===== config.mk =====
export PLATFORM = sky130hd
export DESIGN_NAME = divider16x8
export DESIGN_NICKNAME = d
export VERILOG_FILES = /design/src/rtl/divider16x8.sv
export SDC_FILE = /design/constraint.sdc
export NUM_CORES = 1
export LEC_CHECK = 0
export BUFFER_PORTS_ARGS = -buffer_cell sky130_fd_sc_hd__buf_2
export CAP_MARGIN = 20
export CORE_MARGIN = 5
export CORE_UTILIZATION = 24
export DETAILED_ROUTE_END_ITERATION = 10
export PLACE_DENSITY = 0.43
export SLEW_MARGIN = 20
export SYNTH_ARGS = -nofsm -noshare
export SYNTH_HDL_FRONTEND = slang
export SYNTH_SLANG_ARGS = --single-unit

===== constraint.sdc =====
create_clock -name clk -period 4.77 [get_ports clk]
set_input_delay 0.2385 -clock clk [delete_from_list [all_inputs] [get_ports clk]]
set_output_delay 0.2385 -clock clk [all_outputs]
set_load 0.02 [all_outputs]

===== src/rtl/divider16x8.sv =====
// Sequential unsigned restoring divider, 16-bit dividend / 8-bit divisor, one quotient bit per clock.
// Optional feature: define DIV_ZERO_CHECK_EN to short-circuit divide-by-zero (2-cycle latency, dbz flag).
module divider16x8 (
  input  logic        clk,
  input  logic        reset_n,
  input  logic        start,
  input  logic [15:0] dividend,
  input  logic [7:0]  divisor,
  output logic [15:0] quotient,
  output logic [7:0]  remainder,
  output logic        busy,
  output logic        done,
  output logic        dbz,
  output logic [1:0]  dbg_state_o
);

  typedef enum logic [1:0] {
    S_IDLE = 2'd0,
    S_RUN  = 2'd1,
    S_DONE = 2'd2
  } state_e;

  state_e      state_q;
  logic [15:0] shift_q;      // dividend bits shift out the top, quotient bits shift in the bottom
  logic [7:0]  dvs_q;
  logic [7:0]  rem_q;
  logic [3:0]  cnt_q;
  logic [15:0] quotient_q;
  logic [7:0]  remainder_q;
  logic        busy_q;
  logic        done_q;
`ifdef DIV_ZERO_CHECK_EN
  logic        zero_q;
  logic        dbz_q;
`endif

  logic [8:0]  rem_shift_d;
  logic        take_d;
  logic [7:0]  rem_d;
  logic [15:0] shift_d;

  // Handshake: start is sampled only when busy=0 (IDLE or DONE); busy stays high
  // for the whole iteration, then done pulses for one cycle with results valid.
  always_comb begin
    rem_shift_d = {rem_q, shift_q[15]};
    take_d      = (rem_shift_d >= {1'b0, dvs_q});
    // A successful trial always leaves a value below the divisor, so the low byte is exact.
    rem_d       = take_d ? (rem_shift_d[7:0] - dvs_q) : rem_shift_d[7:0];
    shift_d     = {shift_q[14:0], take_d};
  end

  always_ff @(posedge clk or negedge reset_n) begin
    if (!reset_n) begin
      state_q     <= S_IDLE;
      shift_q     <= 16'h0000;
      dvs_q       <= 8'h00;
      rem_q       <= 8'h00;
      cnt_q       <= 4'h0;
      quotient_q  <= 16'h0000;
      remainder_q <= 8'h00;
      busy_q      <= 1'b0;
      done_q      <= 1'b0;
`ifdef DIV_ZERO_CHECK_EN
      zero_q      <= 1'b0;
      dbz_q       <= 1'b0;
`endif
    end else begin
      done_q <= 1'b0;
      case (state_q)
        S_IDLE, S_DONE: begin
          if (start) begin
            shift_q <= dividend;
            dvs_q   <= divisor;
            rem_q   <= 8'h00;
            cnt_q   <= 4'h0;
            busy_q  <= 1'b1;
            state_q <= S_RUN;
`ifdef DIV_ZERO_CHECK_EN
            zero_q  <= (divisor == 8'h00);
`endif
          end else begin
            state_q <= S_IDLE;
          end
        end
        S_RUN: begin
`ifdef DIV_ZERO_CHECK_EN
          if (zero_q) begin
            quotient_q  <= 16'hFFFF;
            remainder_q <= shift_q[7:0];
            dbz_q       <= 1'b1;
            busy_q      <= 1'b0;
            done_q      <= 1'b1;
            state_q     <= S_DONE;
          end else begin
`else
          begin
`endif
            shift_q <= shift_d;
            rem_q   <= rem_d;
            cnt_q   <= cnt_q + 4'h1;
            if (cnt_q == 4'hF) begin
              quotient_q  <= shift_d;
              remainder_q <= rem_d;
              busy_q      <= 1'b0;
              done_q      <= 1'b1;
              state_q     <= S_DONE;
`ifdef DIV_ZERO_CHECK_EN
              dbz_q       <= 1'b0;
`endif
            end
          end
        end
        default: state_q <= S_IDLE;
      endcase
    end
  end

  assign quotient    = quotient_q;
  assign remainder   = remainder_q;
  assign busy        = busy_q;
  assign done        = done_q;
  assign dbg_state_o = state_q;
`ifdef DIV_ZERO_CHECK_EN
  assign dbz = dbz_q;
`else
  assign dbz = 1'b0;
`endif

endmodule


After elaboration in Yosys (flattened, before gate mapping). Index checks and enable logic that the tools add are counted.

Input bits: 27. Output and inout bits: 29. Word-level logic and storage cells: 39. Register bits after elaboration: 64.

Add/sub/neg operators: 2. Reductions and logical operators: 7. Muxes and demuxes: 15. Equal/unequal tests: 5. $lt $le $gt $ge: 1.

Operators with widths (count): $pmux W16 S2 (1); $mux W16 (1); $mux W8 (2); $pmux W8 S2 (1); $ge A9 B8 Y1 (1); $pmux W4 S2 (1); $sub A8 B8 Y8 (1); $reduce_and A2 Y1 (3); $mux W1 (5); $add A4 B1 Y4 const B (1); $eq A4 B4 Y1 const B (1); $mux W4 (1); $ne A2 B2 Y1 const B (2); $pmux W2 S2 (1); $reduce_and A3 Y1 (1); $eq A2 B1 Y1 const B (1); $eq A2 B2 Y1 const B (1); $logic_not A2 Y1 (1); $mux W2 (1); $pmux W1 S2 (1); $reduce_bool A2 Y1 (1); $reduce_or A2 Y1 (1).

Logic depth before layout (Yosys ltp).
Depth in word-level cells: 4. Gate-level depth with buffers: 9. Gate-level depth less buffers: 9.

Worst setup path after synthesis. OpenSTA, ideal clock, no wires.

Path type: register to register. Start point: register rem_q[3]. End point: register rem_q[2]. Library setup time: 0.122 ns. Data required time: 4.648 ns. Slack: 2.666 ns. Cell stages (with the launch flop): 7. Period minus slack after synthesis: 2.104 ns. Path buffers: 0. Data arrival time: 1.983 ns. Path through: dfrtp_1 -> ha_1 -> a21o_1 -> a31o_1 -> o221a_4 -> or3_1 -> a32o_1.

Cells in the longest elaborated chain, start to end: 3.

Ends and longest elaborated chain: start: declaration (RTL line 26) `logic [7:0] rem_q;`; start signal: assignment (RTL line 99) `rem_q <= rem_d;`; $ge A9 B8 Y1 (RTL line 46) `take_d = (rem_shift_d >= {1'b0, dvs_q});`; $mux W8 (RTL line 48) `rem_d = take_d ? (rem_shift_d[7:0] - dvs_q) : rem_shift_d[7:0];`; $pmux W8 S2 (RTL line 69) `case (state_q)`.

No other way between the ends. A chain may end at the register's enable or synchronous reset.

Final worst setup path.
Start point: register state_q[0] (netlist: dbg_state_o[0]). End point: register remainder_q[0] (netlist: remainder[0]).

Cells in the longest elaborated chain, start to end: 2.

Ends and longest elaborated chain: start: declaration (RTL line 23) `state_e state_q;`; start signal: assignment (RTL line 54) `state_q <= S_IDLE;`; start signal: assignment (RTL line 77) `state_q <= S_RUN;`; start signal: assignment (RTL line 82) `state_q <= S_IDLE;`; $eq A2 B1 Y1 (RTL line 69); $reduce_and A2 Y1 (no line); end signal: assignment (RTL line 103) `remainder_q <= rem_d;`; end: declaration (RTL line 29) `logic [7:0] remainder_q;`.

No other way between the ends.

==> reports/metrics.csv <==
stage;metric;value;unit
run_status;status;completed;
place;numPortBuffers;54;
clocking;postCtsSetupRepairBufs;0;
sta;finalMaxSlewViolations;0;
synth;synth_cells;326;
cells_and_area;antennaDiodeCount;0;
sta;setup_ws;2110;ps
sta;worst_slew_pin_slew;1000;ps
sta;tns;0;ps
floorplanning;rows;41;
sta;slew_headroom;33.3;%
global_routing;grt_pass1_vias;2529;
setup_path;path_max_fanout;28;
cells_and_area;n_fill_cell;1372;
global_routing;antenna_found_initial;0;
sta;rsz0062_at_grt;no;
cells_and_area;nNetsFinal;414;
power;p_leak;1.79;nW
floorplanning;die_h;122;um
routing;drt-pass1-iter-count;4;
sta;layout_min_cycle_time;2660;ps
synth;synth-seq-area-share;52.9;%
cells_and_area;stdcell_area;3750;um2
setup_path;worstSetupEndpointType;flop;
power;total_power;3.12;mW
floorplanning;die_width;122;um
clocking;htree_num_levels;3;
sta;final-hold-violation-count;0;
clocking;clock_latency;320;ps
synth;yosysUniqueCellTypes;47;
clocking;ctsResizeCount;0;
place;dpl_cell_area;3470;um2
power;powerDensity;833;nW/um2
synth;ys_seq_elements;64;
clocking;clkTransAtPathRegs;50;ps
routing;wl_per_cell;14.4;um
routing;finalWirelength;7.96;mm
flow_run;max-cap-violations;0;
global_routing;gr-total-overflow;0;
setup_path;critical_path_class;flop to flop;
routing;viasPerCell;4.45;
setup_path;worstPathArrival;2870;ps
synth;synthArstFlopShare;100;%
synth;synth_flop_cell;dfrtp_1;
clocking;cts_buffers;9;
cells_and_area;drive_gt1_share;20.8;%
floorplanning;die_area;15000;um2
clocking;holdBufCountCts;0;
routing;vias;2455;
sta;max_freq;0.376;GHz
power;peakVddDrop;0.000271;V
clocking;cts_sinks;64;
clocking;cts_tree;built;
sta;final-setup-viol-count;0;
place;place_congestion;0.809;
synth;yosysWarnings;0;
place;pre_cts_slack;2020;ps
cells_and_area;synthToLayoutAreaGrowth;23.8;%
routing;ant_nets;0;
floorplanning;core;12500;um2
sta;period_share;55.7;%
floorplanning;start_util;24.2;%
min_path;min_path_type;primary input to asynchronous set/reset pin;
setup_path;cp.required;4980;ps
place;hpwl;5.33;mm
clocking;clk_path_buf_depth;2;
synth;avgSynthCellArea;9.28;um2
synth;syn-cell-area;3030;um2
global_routing;grt_pass1_wl;13.1;mm
global_routing;track_usage;11.3;%
clocking;root_buffer;clkbuf_16;
setup_path;critPathLaunchType;flop;
floorplanning;io_pins;56;
routing;detail_route.drc_violations;0;
synth;synthesis.nets;363;
sta;skew;5.70;ps
global_routing;grt_max_degree;65;
routing;drt-initial-drc-count;88;
synth;synth_edf_count;0;
synthesized netlist by cell type (all sizes together), types with 5 or more instances:
cell / count / area, um2
dfrtp: 64 / 1600
buf: 11 / 52.6
ha: 9 / 113
inv: 11 / 41.3
clkbuf: 8 / 30.0
a31oi: 5 / 31.3
a21oi: 9 / 45.0
o21ai: 18 / 90.1
nand2: 98 / 368
nand3: 5 / 25.0
nor2: 14 / 52.6
a22oi: 15 / 113
o211ai: 5 / 37.5
kinds of logic after synthesis:
| kind of cell | after synthesis | synth area share [%] |
|---|---|---|
| and+or+nand+nor | 138 | 19.1 |
| AOI/OAI and AO/OA | 79 | 18.4 |
| DFF | 64 | 52.9 |
| buffers and inverters | 31 | 4.22 |
| adders and majority gates | 10 | 4.38 |
| xor gates and xnor gates | 3 | 0.868 |
| other | 1 | 0.124 |
routing by layer:
layer	GRT usage [%]	up-vias	wire length, um
li1	-	1225	-
met4	4.62	0	134
met5	0	-	0
met2	18.0	56	3680
met1	14.9	1162	3750
met3	2.63	12	399
cells in the final DEF (no fill, tap or decap), drive strengths merged, types with 4 or more instances in the layout:
cell type  instances
o21ai             18
o31ai              4
nor2              14
nand3              5
ha                 9
nand2b             4
a22oi             15
a31oi              5
a21oi              9
o211ai             5
nor3               4
inv               11
nand2             98
dfrtp             64
a211oi             4
clkbuf            14
buf               59
final cells by class:
type | instances | area (um2) | share of cell area (%)
flip-flops and latches | 64 | 1600 | 42.8
multi-input cells | 231 | 1300 | 34.8
repair buffers | 59 | 308 | 8.22
clock buffers | 14 | 274 | 7.31
well taps | 172 | 215 | 5.74
inverters | 12 | 45.0 | 1.20
sequential cells by signal, indices dropped and copies added, names as in the netlist:
name         flops
done             1
busy             1
cnt_q            4
rem_q            8
dvs_q            8
remainder        8
shift_q         16
dbg_state_o      2
quotient        16
critical path: stages, from the launching register on:
cell and delay (ps):
dfrtp_1 410, nand2b_1 320, or2_2 580, clkinv_1 790, a31o_2 440
stage by stage:
| step | util, % | cells | hold WS [ps] |
|---|---|---|---|
| global placement | 27.7 | 538 | 442 |
| floorplan | - | 326 | -57.1 |
| detailed placement | 27.7 | 538 | 454 |
| CTS | 29.9 | 552 | 111 |
| global route | 29.9 | 552 | 122 |
| finish | 29.9 | 552 | 103 |
power breakdown:
part | switching [mW] | internal (mW)
Clock | 0.217 | 0.388
Sequential | 0.183 | 0.816
Combinational | 0.918 | 0.600
worst paths after layout:
check                                from  cells past startpoint           end  slack, ps
setup / recovery           dbg_state_o[0]                      4  remainder[0]       2110
hold / removal                    reset_n                      2   quotient[5]        100
setup reg to reg           dbg_state_o[0]                      4  remainder[0]       2110
hold reg to reg              quotient[14]                      2  quotient[14]        470
max in group asynchronous         reset_n                      2    shift_q[6]       4100
min in group clk               divisor[2]                      3      dvs_q[2]        120
Note: power is estimated with default switching activity, not from simulation.
